File: src/rtl/mul_pkg.sv
// Shared definitions for the iterative RV32M multiplier: op encodings, FSM states, widths.
package mul_pkg;

  localparam int XLEN  = 32;
  localparam int CNT_W = 6;

  // funct3[1:0] of the RV32M multiply group
  localparam logic [1:0] MUL_OP_MUL    = 2'b00;
  localparam logic [1:0] MUL_OP_MULH   = 2'b01;
  localparam logic [1:0] MUL_OP_MULHSU = 2'b10;
  localparam logic [1:0] MUL_OP_MULHU  = 2'b11;

  typedef enum logic [1:0] {
    IDLE  = 2'd0,
    CALC  = 2'd1,
    FIXUP = 2'd2,
    DONE  = 2'd3
  } mul_state_t;

endpackage

File: src/rtl/cla_add_n.sv
// WIDTH-bit adder built from chained 4-bit carry-lookahead slices; WIDTH must be a multiple of 4.
module cla_add_n #(
  parameter int WIDTH = 36
) (
  input  logic [WIDTH-1:0] x,
  input  logic [WIDTH-1:0] y,
  input  logic             cin,
  output logic [WIDTH-1:0] sum,
  output logic             cout
);

  localparam int N = WIDTH / 4;

  logic [N:0] c;

  assign c[0] = cin;

  for (genvar i = 0; i < N; i++) begin : g_slice
    logic [3:0] p;
    logic [3:0] g;
    logic [3:0] cs;

    assign p = x[4*i +: 4] ^ y[4*i +: 4];
    assign g = x[4*i +: 4] & y[4*i +: 4];

    // Every slice carry is formed directly from the slice carry-in, not rippled.
    assign cs[0] = c[i];
    assign cs[1] = g[0] | (p[0] & c[i]);
    assign cs[2] = g[1] | (p[1] & g[0]) | (p[1] & p[0] & c[i]);
    assign cs[3] = g[2] | (p[2] & g[1]) | (p[2] & p[1] & g[0]) | (p[2] & p[1] & p[0] & c[i]);
    assign c[i+1] = g[3] | (p[3] & g[2]) | (p[3] & p[2] & g[1]) | (p[3] & p[2] & p[1] & g[0])
                  | (p[3] & p[2] & p[1] & p[0] & c[i]);

    assign sum[4*i +: 4] = p ^ cs;
  end

  assign cout = c[N];

endmodule

File: src/rtl/mul_seq_rv32.sv
// Iterative shift-add multiplier for RV32M MUL/MULH/MULHSU/MULHU, one multiplier bit per cycle.
// Optional MUL_ZERO_BYPASS_EN: a zero operand skips straight to DONE with result 0.
module mul_seq_rv32 #(
  parameter int XLEN  = 32,
  parameter int CNT_W = 6
) (
  input  logic            clk,
  input  logic            rst_n,
  input  logic            in_valid,
  output logic            in_ready,
  input  logic [1:0]      op,
  input  logic [XLEN-1:0] a,
  input  logic [XLEN-1:0] b,
  input  logic            flush,
  output logic            out_valid,
  input  logic            out_ready,
  output logic [XLEN-1:0] result,
  output logic            busy
);

  import mul_pkg::*;

  localparam int ADD_W = 36;

  // Handshake: a request transfers on a rising edge with in_valid && in_ready (and no flush);
  // a result transfers on a rising edge with out_valid && out_ready. One op in flight at a time.

  mul_state_t      state;
  logic [1:0]      op_q;
  logic [XLEN-1:0] mcand;
  logic [XLEN-1:0] hi;
  logic [XLEN-1:0] lo;
  logic [CNT_W-1:0] cnt;
  logic            neg;

  logic            a_signed;
  logic            b_signed;
  logic            a_neg;
  logic            b_neg;
  logic [XLEN-1:0] abs_a;
  logic [XLEN-1:0] abs_b;
  logic            accept;

  assign a_signed = (op == MUL_OP_MULH) || (op == MUL_OP_MULHSU);
  assign b_signed = (op == MUL_OP_MULH);
  assign a_neg    = a_signed & a[XLEN-1];
  assign b_neg    = b_signed & b[XLEN-1];
  // Two's-complement negate; 0x80000000 maps to itself, read as unsigned magnitude.
  assign abs_a    = a_neg ? (~a + XLEN'(1)) : a;
  assign abs_b    = b_neg ? (~b + XLEN'(1)) : b;
  assign accept   = (state == IDLE) && in_valid && !flush;

  logic [ADD_W-1:0] add_x;
  logic [ADD_W-1:0] add_y;
  logic [ADD_W-1:0] add_sum;
  logic             add_cout;
  logic             unused_add;

  assign add_x = {{(ADD_W-XLEN){1'b0}}, hi};
  assign add_y = {{(ADD_W-XLEN){1'b0}}, (lo[0] ? mcand : '0)};

  cla_add_n #(.WIDTH(ADD_W)) u_add (
    .x    (add_x),
    .y    (add_y),
    .cin  (1'b0),
    .sum  (add_sum),
    .cout (add_cout)
  );

  // Top adder bits are structurally zero; only sum[32:0] is meaningful.
  assign unused_add = &{1'b0, add_sum[ADD_W-1:XLEN+1], add_cout};

  logic [2*XLEN-1:0] prod_raw;
  logic [2*XLEN-1:0] prod;

  assign prod_raw = {hi, lo};
  assign prod     = neg ? (~prod_raw + (2*XLEN)'(1)) : prod_raw;

  always_ff @(posedge clk or negedge rst_n) begin
    if (!rst_n) begin
      state     <= IDLE;
      in_ready  <= 1'b1;
      out_valid <= 1'b0;
      busy      <= 1'b0;
      result    <= '0;
      op_q      <= '0;
      mcand     <= '0;
      hi        <= '0;
      lo        <= '0;
      cnt       <= '0;
      neg       <= 1'b0;
    end else begin
      case (state)
        IDLE: begin
          if (accept) begin
            op_q     <= op;
            mcand    <= abs_a;
            hi       <= '0;
            lo       <= abs_b;
            cnt      <= '0;
            neg      <= a_neg ^ b_neg;
            in_ready <= 1'b0;
            busy     <= 1'b1;
`ifdef MUL_ZERO_BYPASS_EN
            if ((a == '0) || (b == '0)) begin
              result    <= '0;
              out_valid <= 1'b1;
              state     <= DONE;
            end else begin
              state <= CALC;
            end
`else
            state <= CALC;
`endif
          end
        end
        CALC: begin
          if (flush) begin
            state    <= IDLE;
            in_ready <= 1'b1;
            busy     <= 1'b0;
          end else begin
            hi  <= add_sum[XLEN:1];
            lo  <= {add_sum[0], lo[XLEN-1:1]};
            cnt <= cnt + CNT_W'(1);
            if (cnt == CNT_W'(XLEN-1)) begin
              state <= FIXUP;
            end
          end
        end
        FIXUP: begin
          if (flush) begin
            state    <= IDLE;
            in_ready <= 1'b1;
            busy     <= 1'b0;
          end else begin
            result    <= (op_q == MUL_OP_MUL) ? prod[XLEN-1:0] : prod[2*XLEN-1:XLEN];
            out_valid <= 1'b1;
            state     <= DONE;
          end
        end
        DONE: begin
          if (flush || out_ready) begin
            state     <= IDLE;
            out_valid <= 1'b0;
            in_ready  <= 1'b1;
            busy      <= 1'b0;
          end
        end
        default: begin
          state     <= IDLE;
          out_valid <= 1'b0;
          in_ready  <= 1'b1;
          busy      <= 1'b0;
        end
      endcase
    end
  end

endmodule

File: config.mk
export PLATFORM = sky130hd
export DESIGN_NAME = mul_seq_rv32
export DESIGN_NICKNAME = d
export VERILOG_FILES = /design/src/rtl/mul_pkg.sv /design/src/rtl/cla_add_n.sv /design/src/rtl/mul_seq_rv32.sv
export SDC_FILE = /design/constraint.sdc
export NUM_CORES = 1
export LEC_CHECK = 0
export ABC_AREA = 1
export CORE_AREA = 3 3 178 180
export CTS_BUF_LIST = sky130_fd_sc_hd__clkbuf_4 sky130_fd_sc_hd__clkbuf_8
export DETAILED_ROUTE_END_ITERATION = 16
export DIE_AREA = 0 0 181 183
export GPL_TIMING_DRIVEN = 0
export PLACE_DENSITY_LB_ADDON = 0.08
export SYNTH_ARGS = -nofsm -noshare
export SYNTH_HDL_FRONTEND = slang
export SYNTH_SLANG_ARGS = --single-unit
File: constraint.sdc
create_clock -name clk -period 6 [get_ports clk]
set_input_delay 1.8 -clock clk [delete_from_list [all_inputs] [get_ports clk]]
set_output_delay 1.8 -clock clk [all_outputs]
set_load 0.01 [all_outputs]
Yosys cells after proc, flatten, opt, wreduce, memory -nomap -nowiden:

Index checks and enable logic that the tools add are counted.

* reductions and logical operators: 16
* add/subtract/negate cells: 4
* mux-type cells: 30
* bitwise gates (word level): 228
* equal/unequal tests: 12

Operators by type and width (count)
* 32-bit two-way mux: 8
* 32-bit one-hot mux with 2 select lines: 2
* 1-bit bitwise AND: 123
* 1-bit OR: 76
* 32-bit by 1-bit adder with 32-bit output, second input constant: 2
* 64-bit by 1-bit adder with 64-bit output, second input constant: 1
* 64-bit two-way mux: 1
* 32-bit inverter: 2
* 64-bit inverter: 1
* 4-bit bitwise XOR: 16
* 4-bit bitwise AND: 8
* 6-bit two-way mux: 2
* 6-bit one-hot mux with 2 select lines: 1
* 3-bit AND reduction: 4
* 2-bit two-way mux: 5
* 2-bit != test, second input constant: 4
* 2-bit one-hot mux with 4 select lines: 1
* 1-bit two-way mux: 7
* 6-bit by 1-bit adder with 6-bit output, second input constant: 1
* 2-bit == test, second input constant: 3
* 6-bit by 5-bit == test with 1-bit output, second input constant: 1
* 1-bit one-hot mux with 3 select lines: 2
* 2-bit by 1-bit == test with 1-bit output, second input constant: 2
* 2-bit zero test: 2
* 11 further kinds: 15

* output and inout bits: 35
* logic and storage cells: 301
* bits of input ports: 71
* bits in registers: 142

Depth between registers and ports, before layout:

* depth after elaboration: 23
* depth in mapped cells: 26
* depth with buffers taken out: 24

Hierarchy:

Synthesis repeated with hierarchy kept, for this count alone.

* cells, all modules: 1860
* area total of the unflattened synthesis: 11912.7 um2

By module, submodules not included
* mul_seq_rv32: times used 1, seq. area each 3554.7 um2, cells each 1655, area each 10393.7 um2
* cla_add_n: times used 1, seq. area each 0.0 um2, cells each 205, area each 1519.0 um2

Worst setup path before layout:

Ideal clock, no wire load.

* kind: input to register
* start: in b[0]
* end: reg lo[30]
* buffers on the path: 0
* slack: 2.568 ns
* stages: 15
* data required time: 5.869 ns
* arrival: 3.301 ns
* library setup time: 0.131 ns
* cell sequence: inv_1 -> ha_1 -> inv_1 -> nor3_1 -> inv_1 -> nor2_2 -> nand3_1 -> nand2_1 -> o21ai_2 -> nor2_2 -> nand2_1 -> nor2_1 -> xnor2_1 -> o21ai_0 -> o21ai_0

* longest elaborated chain between the ends: 5

Ends and longest elaborated chain
* start, declared: line mul_seq_rv32.sv:13 `input logic [XLEN-1:0] b,`
* 32-bit inverter: line mul_seq_rv32.sv:50 `assign abs_b = b_neg ? (~b + XLEN'(1)) : b;`
* 32-bit by 1-bit adder with 32-bit output: line mul_seq_rv32.sv:50
* 32-bit two-way mux: line mul_seq_rv32.sv:50
* 32-bit two-way mux: line mul_seq_rv32.sv:95 `if (accept) begin`
* 32-bit one-hot mux with 2 select lines: line mul_seq_rv32.sv:93 `case (state)`
* end signal, assigned: line mul_seq_rv32.sv:99 `lo <= abs_b;`
* end signal, assigned: line mul_seq_rv32.sv:124 `lo <= {add_sum[0], lo[XLEN-1:1]};`
* end, declared: line mul_seq_rv32.sv:32 `logic [XLEN-1:0] lo;`

Every way passes these cells. The select of a mux whose other input is x is not followed.
A chain may end at the register's enable or synchronous reset.

Worst setup path in the final report:

* start: in op[0]
* end: reg lo[29]

* longest elaborated chain between the ends: 5

Ends and longest elaborated chain
* start, declared: line mul_seq_rv32.sv:11 `input logic [1:0] op,`
* 2-bit by 1-bit == test with 1-bit output: line mul_seq_rv32.sv:45 `assign b_signed = (op == MUL_OP_MULH);`
* 1-bit bitwise AND: line mul_seq_rv32.sv:47 `assign b_neg = b_signed & b[XLEN-1];`
* 32-bit two-way mux: line mul_seq_rv32.sv:50
* 32-bit two-way mux: line mul_seq_rv32.sv:95
* 32-bit one-hot mux with 2 select lines: line mul_seq_rv32.sv:93

Every way passes these cells. The select of a mux whose other input is x is not followed.

==> impl_results.md <==
- Cells after Synth: 1499
- TritonCTS clock tree: done
- CTS Buffer Depth: 2
- Seq/Total Area, Yosys: 33.9%
- Final net count: 1745
- MaxCap Viol Count: 0
- Clock Tree Root: clkbuf_8
- Setup TNS: 0 ps
- Cell taking the most area after synthesis: dfrtp_1
- Post-synth top area share: 33.7%
- Top post-synthesis cells by area: dfrtp_1, nand2_1, o21ai_0, inv_1, a21oi_1
- Share of cells above drive strength 1: 5.01%
- Vias per cell: 5.09
- Worst reg2reg startpoint: state[1]$_DFFE_PN0P_
- Reg-to-reg critical path endpoint: lo[31]$_DFFE_PN0P_
- Worst-path clk slew: 100 ps
- First-pass GRT wire length: 57900 µm
- Top-Level Pins: 106
- Kind of end point of the critical path: flip-flop
- Worst Hold Depth: 2
- Crit path launch: op[0]
- Outcome: finished clean
- Clock latency at the later pin of the worst-skew pair: 480 ps
- Number of fill cells: 3227
- Max-slew violation count: 0
- Wirelength per Cell: 18.0 µm
- Crit path max fanout: 10
- Hold Path End: result[15]$_DFFE_PN0P_
- HP Class: flip-flop to flip-flop
- PostCTS Resize Cnt: 0
- Pleak: 5.77 nW
- Die area: 33100 µm²
- Initial antenna violation count: 0
- Max rail drop VDD: 0.167 mV
- Starting DRT DRC Count: 737
- Area delta synth->final: 18.8%
- PortBufs: 105
- Fin util: 41.0%
- Crit share post-route: 71.2%
- Post-CTS Repair Setup Buffers: 0
- Horiz. Die Dim: 181 µm
- Netlist Area Pre-Place: 10500 µm²
- DRT Pass-1 Iters: 5
- Clock buffer count from CTS: 17
- Via Count: 10400
- Core Region: 30300 µm²
- Largest net degree at the start of global routing: 81
- Row cnt: 64
- Tot GR Track Use: 22.2%
- Min-delay src: result[15]$_DFFE_PN0P_
- Worst Path Required: 6340 ps
- H-tree depth: 4
- Top achievable clock speed: 234 MHz
- DRC violations left: 0
- Pwr dens: 522 nW/µm²
- Final Hold Fails: 0
- Worst path arrival time: 4610 ps
- Max Clock Skew: 25.0 ps
- Vias in the first global route: 10200
- Setup repair after global routing missed its margin: false
- Clk sinks: 142
- Final setup fails: 0
- Post-Route WL: 36600 µm
- Setup CP Type: input pin to flip-flop
- Synth warnings: 0
- HPWL Detailed: 28900 µm
- Setup slack, reg-to-reg: 2460 ps
- Number of synthesized register bits: 142
- Slew @ Worst Pin: 904 ps
- Netlist cell types: 47
- Hold Buf Count CTS: 0
- Tmin final: 4270 ps
- Post-synthesis area per instance: 6.99 µm²
- Final GP Congestion: 0.926
- Ant. Diodes: 0
- Setup crit start kind: input pin
- Final ANT Viol Nets: 0
- Syn Nets: 1620
- Initial core utilization: 34.5%
- Worst R2R Path Depth: 10
- Worst relative slew slack: 39.1%
- Die H: 183 µm
- Total global routing overflow: 0
==> report_power, final <==
| group | internal [mW] | switching [mW] |
|---|---|---|
| logic | 1.36 | 2.47 |
| registers | 1.41 | 0.459 |
| clock network | 0.323 | 0.473 |
| total | 3.10 | 3.40 |
==> synthesized netlist by cell type (all sizes together) <==
library cell  instances
nor3                 49
nand3b                3
fa                    8
inv                 176
ha                   42
a32o                  3
clkbuf               45
o211ai                9
nor4                  7
or2                   6
nand4                13
a21o                  2
xnor2                25
nor2                174
a21oi               127
o21bai                1
a21boi                3
dfstp                 1
nand3                67
o221ai                2
xor2                 37
a31oi                27
o22ai                17
a221oi                2
clkinv                4
buf                  11
and3                  1
nand2               301
a211oi                1
o21a                  1
dfrtp               141
o31ai                 8
o41ai                 1
o21ai               184
==> flip-flops by register name (all words and copies together) (netlist names) <==
| signal | flops |
|---|---|
| busy | 1 |
| state | 2 |
| neg | 1 |
| op_q | 2 |
| cnt | 6 |
| lo | 32 |
| hi | 32 |
| out_valid | 1 |
| result | 32 |
| mcand | 32 |
| in_ready | 1 |
==> area by class of cell <==
class	count	area, µm²	area share, %
Timing Repair Buffer	106	1080	8.68
Clock buffer	18	248	1.99
Sequential cell	142	3550	28.6
Inverter	180	677	5.44
Multi-Input combinational cell	1121	6020	48.4
Buffer	56	224	1.80
Clock inverter	14	144	1.16
Tap cell	396	495	3.98
==> critical path, cell delays in order <==
cell and delay [ps]:
clkdlybuf4s50_1 500, ha_1 350, nand2_1 290, clkinv_1 280, clkbuf_1 600, nand2_1 170
nand3_1 120, nand2_1 60, o21ai_0 290, o21ai_0 150
==> routing by layer <==
layer  vias up  GRT usage, %  part of all wire (%)
li1       5243             -                     -
met1      4753          31.2                    48
met2       300          35.5                    44
met3        58          3.33                   5.5
met4         0          7.04                   2.8
met5         -             0                     0
==> how the worst max path moves through the flow <==
stage	endpoint	cells past startpoint	slack, ps
after floorplan	lo[30]$_DFFE_PN0P_	15	2570
after global placement	mcand[26]$_DFFE_PN0P_	1	-3230
after detailed placement	lo[31]$_DFFE_PN0P_	9	1240
after CTS	lo[31]$_DFFE_PN0P_	9	1730
after global routing	lo[31]$_DFFE_PN0P_	9	1590
final	lo[29]$_DFFE_PN0P_	10	1730
==> cells by family (layout without fill, tap and decap cells) <==
family,Yosys count,count (layout),share of synthesized area (%)
buffers and inverters,236,374,8.60
flip-flops,142,142,33.9
AO/OA/AOI/OAI,388,388,20.0
adder cells (fa/ha/maj),50,50,6.54
AND/OR/NAND/NOR,621,621,25.7
XOR/XNOR,62,62,5.18
==> layout by cell type, fill, tap and decap left out, types with 4 or more instances in the layout <==
| cell type | n |
|---|---|
| a31oi_1 | 27 |
| o21ai_0 | 166 |
| nor3_2 | 6 |
| nor2_1 | 164 |
| o21ai_1 | 17 |
| ha_1 | 42 |
| nor4_1 | 7 |
| o211ai_1 | 9 |
| buf_1 | 5 |
| inv_8 | 6 |
| o22ai_1 | 17 |
| xnor2_1 | 25 |
| clkdlybuf4s50_1 | 104 |
| a21oi_1 | 126 |
| inv_1 | 176 |
| buf_2 | 5 |
| inv_6 | 4 |
| nand4_1 | 13 |
| nor2_2 | 7 |
| nand3_1 | 65 |
| fa_1 | 8 |
| dfrtp_1 | 141 |
| nand2_2 | 15 |
| xor2_1 | 37 |
| nor3_1 | 41 |
| clkbuf_8 | 18 |
| o31ai_1 | 8 |
| nand2_1 | 286 |
| clkbuf_1 | 45 |
==> through the flow <==
stage	instances	power, mW	hold WS [ps]	instance area [µm²]	setup WS [ps]
floorplan	1499	4.25	443	10500	2570
global placement	2000	5.67	465	12000	-3230
detailed placement	2001	5.69	467	12100	1240
CTS	2033	6.51	491	12400	1730
global route	2033	7.14	508	12400	1590
finish	2033	6.50	487	12400	1730
Note: power is estimated with default switching activity, not from simulation.
